File: config.mk
export PLATFORM = sky130hd
export DESIGN_NAME = alu_core
export DESIGN_NICKNAME = d
export VERILOG_FILES = /design/src/rtl/alu_core.sv
export SDC_FILE = /design/constraint.sdc
export NUM_CORES = 1
export LEC_CHECK = 0
export CAP_MARGIN = 25
export CORE_ASPECT_RATIO = 1.2
export CORE_UTILIZATION = 35
export CTS_CLUSTER_DIAMETER = 100
export CTS_CLUSTER_SIZE = 25
export DETAILED_ROUTE_END_ITERATION = 6
export MAX_ROUTING_LAYER = met4
export PLACE_DENSITY_LB_ADDON = 0.12
export SYNTH_ARGS = -nofsm -noshare
export SYNTH_HDL_FRONTEND = slang
export SYNTH_SLANG_ARGS = --single-unit
File: constraint.sdc
create_clock -name clk -period 1.7 [get_ports clk]
set_input_delay 0.425 -clock clk [delete_from_list [all_inputs] [get_ports clk]]
set_output_delay 0.425 -clock clk [all_outputs]
set_load 0.01 [all_outputs]
File: src/rtl/alu_core.sv
// Registered 32-bit execute-stage ALU: add/sub/logic/lui/shift selected by aluc,
// with the result and its zero flag captured together on every rising edge.
module alu_core #(
  parameter int WIDTH = 32
) (
  input  logic             clk,
  input  logic             rst_n,
  input  logic [WIDTH-1:0] a,
  input  logic [WIDTH-1:0] b,
  input  logic [3:0]       aluc,
  output logic [WIDTH-1:0] r,
  output logic             z
);

  logic [4:0]       shamt;
  logic [WIDTH-1:0] res;
  logic [WIDTH-1:0] r_d, r_q;
  logic             z_d, z_q;

  assign shamt = a[4:0];

  // aluc[1:0] picks the operation group; aluc[2] (and aluc[3] for shifts) picks within it.
  always_comb begin
    res = '0;
    unique case (aluc[1:0])
      2'b00: res = aluc[2] ? (a - b) : (a + b);
      2'b01: res = aluc[2] ? (a | b) : (a & b);
      2'b10: res = aluc[2] ? {b[15:0], {(WIDTH-16){1'b0}}} : (a ^ b);
      2'b11: begin
        unique case (aluc[3:2])
          2'b00:   res = b << shamt;
          2'b01:   res = b >> shamt;
          2'b11:   res = $unsigned($signed(b) >>> shamt);
          default: res = '0;
        endcase
      end
      default: res = '0;
    endcase
  end

  always_comb begin
    r_d = res;
    z_d = (res == '0);
  end

  always_ff @(posedge clk or negedge rst_n) begin
    if (!rst_n) begin
      r_q <= '0;
      z_q <= 1'b1;
    end else begin
      r_q <= r_d;
      z_q <= z_d;
    end
  end

  assign r = r_q;
  assign z = z_q;

endmodule

==> Word level (Yosys, flattened, before mapping) <==
Index checks and enable logic that the tools add are counted.
{ "classes": {"add_sub_neg": 2, "eq_ne": 5, "shifts": 3, "n_mux": 5, "bitwise": 3, "reduce_logical": 3} }
{ "ops": {"columns": ["cell", "count"], "rows": [
  ["one-hot mux 32 bit (4 select lines)", 1],
  ["2-to-1 mux 32 bit", 3],
  ["one-hot mux 32 bit (3 select lines)", 1],
  ["adder 32 bit", 1],
  ["bitwise AND 32 bit", 1],
  ["logical NOT 32 bit", 1],
  ["bitwise OR 32 bit", 1],
  ["<< shifter 32 x 5 -> 32 bit", 1],
  ["right shift 32 x 5 -> 32 bit", 1],
  [">>> shifter 32 x 5 -> 32 bit", 1],
  ["subtractor 32 bit", 1],
  ["bitwise XOR 32 bit", 1],
  ["equality test 2 bit (second input constant)", 3],
  ["equality test 2 x 1 -> 1 bit (second input constant)", 2],
  ["logical NOT 2 bit", 2]
]} }
{ "totals": {"regBits": 33, "in_bits": 70, "out_inout_bits": 33, "wordCells": 23} }

==> Longest topological paths before layout <==
{ "logic_depth": {"depth_word": 4, "depth_mapped": 21} }

==> Worst setup path after synthesis <==
Ideal clock, no wire load.
{ "synth_path": {"path_type": "input port to flip-flop", "from": "input aluc[2]", "to": "register z_q, in the netlist z", "setup_ns": 0.090, "arrival_ns": 5.091, "setup_slack_ns": -3.481, "cell_stages": 19, "path_buffers": 7, "path_cell_list": "clkbuf_1 > buf_2 > buf_2 > buf_1 > clkbuf_1 > clkbuf_1 > buf_1 > mux2i_1 > ha_1 > nor2b_1 > o31a_1 > o211a_1 > o31a_1 > a2111oi_1 > xnor2_1 > a211o_1 > a2111oi_0 > nand4_1 > nor4_2"} }
{ "synth_between": {"elab_chain_cells": 4, "elab_cells_between_ends": 9, "classes_between": "eq/ne: 2; mux: 5; reduce/logical: 2"} }
{ "synth_lines": {"columns": ["element", "line_no", "text"], "rows": [
  ["start, declared", "10", "input logic [3:0] aluc,"],
  ["equality test 2 bit, or another cell as far along", "30", "unique case (aluc[3:2])"],
  ["one-hot mux 32 bit (3 select lines)", "30", null],
  ["one-hot mux 32 bit (4 select lines) (*)", "25", "unique case (aluc[1:0])"],
  ["net r_d[19]", "17", "logic [WIDTH-1:0] r_d, r_q;"],
  ["logical NOT 32 bit (*)", "43", "z_d = (res == '0);"],
  ["net z_d", "18", "logic z_d, z_q;"],
  ["end signal, assigned", "52", "z_q <= z_d;"],
  ["end, declared", "18", null]
]} }
Mark *: on every way through the listed nets, which the timed path passes. The rest lies on a longest branch.

==> Final worst setup path <==
{ "layout_path": {"from": "input b[8]", "to": "register z_q, in the netlist z"} }
{ "layout_between": {"elab_chain_cells": 4, "elab_cells_between_ends": 14, "classes_between": "add/sub: 2; shift: 3; mux: 5; bitwise: 3; reduce/logical: 1"} }
{ "layout_lines": {"columns": ["element", "line_no", "text"], "rows": [
  ["start, declared", "9", "input logic [WIDTH-1:0] b,"],
  ["adder 32 bit, or another cell as far along", "26", "2'b00: res = aluc[2] ? (a - b) : (a + b);"],
  ["2-to-1 mux 32 bit, or another cell as far along", "26", null],
  ["one-hot mux 32 bit (4 select lines) (*)", "25", null],
  ["logical NOT 32 bit (*)", "43", null],
  ["net z_d", "18", null]
]} }
Marked as above.

==> impl_results.md <==
- Status: complete, but fails checks
- Violated checks: setup timing
- Syn_area_per_cell: 7.91 µm²
- Post-synth EDFFs: 0
- Worst-path cell chain: clkdlybuf4s15_1 > or4_4 > nor3_4 > and4_4 > a41oi_2 > xnor2_1 > ha_2 > buf_4 > nand2_4 > nor4_4 > buf_4 > nand3_4 > a21oi_4 > buf_6 > mux2_4 > o21bai_4 > nor4_4 > nor4b_4 > nand4_1 > nor4_4
- Max cap viols: 0
- Hold Fails Final Rpt: 0
- Synth Flop Type: dfrtp_1
- Final Cell Area: about 0.018 mm²
- Crit path DAT: 4540 ps
- Max rail drop VDD: between 0.5 and 0.6 mV
- All-Layer GR Usage: 0.385
- Final wirelength: approximately 57 mm
- Relative slew slack: 0.420
- CTS tree: yes
- Total power: between 9 and 10 mW
- Mapped Cells: ~1,300
- Type of origin of the critical path: input pin
- Worst-Margin Slew: roughly 870 ps
- Cell area after synthesis: roughly 0.010 mm²
- Total congestion overflow: 0
- CP bufs+invs: 4
- Worst path slowest cell: or4_4
- H-tree level count: 2
- Core area: roughly 0.028 mm²
- Cts bufs inserted: 5
- Vias per std cell: 5.93
- DRC Markers: 0
- Routed vias: between 10,000 and 15,000
- Die area: between 0.02 and 0.03 mm²
- Global-route wire length before repair: 82.0 mm
- Layout Area Growth over Synthesis: 77.7%
- Die Ht: between 150 and 200 µm
- Layout Utilization: 0.638
- Leakage power: between 8 and 9 nW
- Placed Cells: between 2,000 and 2,500
- Asr flop ratio synth: 1.00
- CTS Root Cell: clkbuf_16
- #FFs+latches synth: 33
- Layout net count: around 2,000
- Worst-case clock buffer depth: 2
- Post-route ant nets: 0
- # clock sinks: 33
- CP required: 1900 ps
- Reg clk slew, reported paths: 50 ps
- Worst path top cell family by delay: simple AND/OR/NAND/NOR gates
- Final setup fails: 33
- Sequential element share of the synthesized area: 0.0818
- Crit share post-route: 2.55
- Worst path max stage delay: roughly 500 ps
- Setup TNS: -53,080 ps
- Gp weighted congestion: around 1.0
- Ports: around 100
- Setup WS post-layout: -2640 ps
- Min Hold Slack: 513 ps
- Non-Filler Instances: 2,253
- N_diodes: 0
- CP Max Fanout: 3
- Initial Utilization: 0.359
- Max-slew violations: 0
- Share of layout cells above drive strength 1: 0.504
- Yosys cell types: 97
- Initial DRC count: 1,095
- Vias in the first global route: between 10,000 and 15,000
- Initial antenna violation count: 0
- Rows: 67
- WL/cell: between 20 and 30 µm
- First-pass DRT Iterations: 5
- Buffers added on ports: 102
- Critical path's most frequent cell: nor4_4
- Unrepaired setup endpoints after global routing: yes
- Fill count: ~2,500
- Syn_nets: 1,446
- CP Capture Type: flop
- Worst min-delay path class: input pin to async pin
- Detail Placement HPWL: between 40 and 50 mm
- Largest net degree at the start of global routing: 57
- Synth warn: 0
- Placed cell area: between 0.01 and 0.015 mm²
- Pre-CTS setup slack: -3960 ps
- Pwr/cell area: 508 mW/mm²
- Fmax: 230 MHz
- Die Width: between 150 and 200 µm
- Kind of critical path: input pin to flop
- Post-layout min period: 4340 ps
cells in the mapped netlist, types with 23 or more instances:
cell | count | area, µm²
a31oi_1 | 23 | 144
mux2i_1 | 44 | 440
ha_1 | 96 | 1200
o21ai_0 | 53 | 265
nor3_1 | 23 | 115
nor2_1 | 85 | 319
dfrtp_1 | 32 | 801
xnor2_1 | 43 | 377
nand2_1 | 127 | 477
clkbuf_1 | 79 | 297
a21oi_1 | 71 | 355
mux4_2 | 55 | 1240
o22ai_1 | 26 | 163
inv_1 | 73 | 274
nand3_1 | 27 | 135
registers in the layout (all words and copies together) (netlist names):
signal,cells
z,1
r,32
worst paths after layout:
check	startpoint	end	slack, ps	depth (start not counted)
max	b[8]	z$_DFF_PN1_	-2640	20
min	rst_n	r[6]$_DFF_PN0_	510	2
max in group asynchronous	rst_n	z$_DFF_PN1_	940	2
min in group clk	a[1]	r[1]$_DFF_PN0_	900	5
kinds of logic (layout without fill, tap and decap cells):
family	after synthesis	in the layout	share of synthesized area
AOI/OAI and AO/OA	393	393	0.276
adders and majority gates	97	97	0.121
DFF	33	33	0.0818
muxes	137	137	0.216
buffers and inverters	203	798	0.0886
xor gates and xnor gates	49	49	0.0424
and+or+nand+nor	367	367	0.174
layout make-up:
type	count	area (µm²)	share of cell area
Clock buffer	5	125	0.00696
Inverter	77	298	0.0166
Timing Repair Buffer	713	6290	0.350
Sequential cell	33	827	0.0460
Tap cell	379	474	0.0264
Multi-Input combinational cell	1043	9910	0.552
Clock inverter	3	46.3	0.00258
timing repair:
action | CTS | global route
cloned | 3 | 1
endpoints found under the setup margin | 34 | 33
gates resized for setup | 347 | 183
buffers inserted | 70 | 62
hold buffers | 0 | 0
pin swaps | 81 | 91
where the power goes:
part | internal [mW] | switching, mW | total (mW)
clock network | 0.692 | 0.327 | 1.02
registers | 0.912 | 0.0302 | 0.943
logic | 3.62 | 3.56 | 7.17
total | 5.22 | 3.91 | 9.14
metal layers:
layer  GRT usage  vias to the layer above  part of all wire
met3      0.0274                      173             0.060
met4       0.200                        0             0.057
met2       0.625                      656              0.48
li1            -                     6045                 -
met1       0.478                     6478              0.41
met5           -                        -                 0
cell usage in the layout, fill, tap and decap left out, types with 22 or more instances in the layout:
master / count
a21oi_1: 50
buf_4: 488
buf_6: 105
clkdlybuf4s50_1: 62
dfrtp_1: 32
ha_1: 87
inv_1: 69
mux2i_1: 39
mux4_2: 58
nand2_1: 113
nand3_1: 22
nor2_1: 69
o21ai_0: 44
xnor2_1: 29
Note: power is estimated with default switching activity, not from simulation.
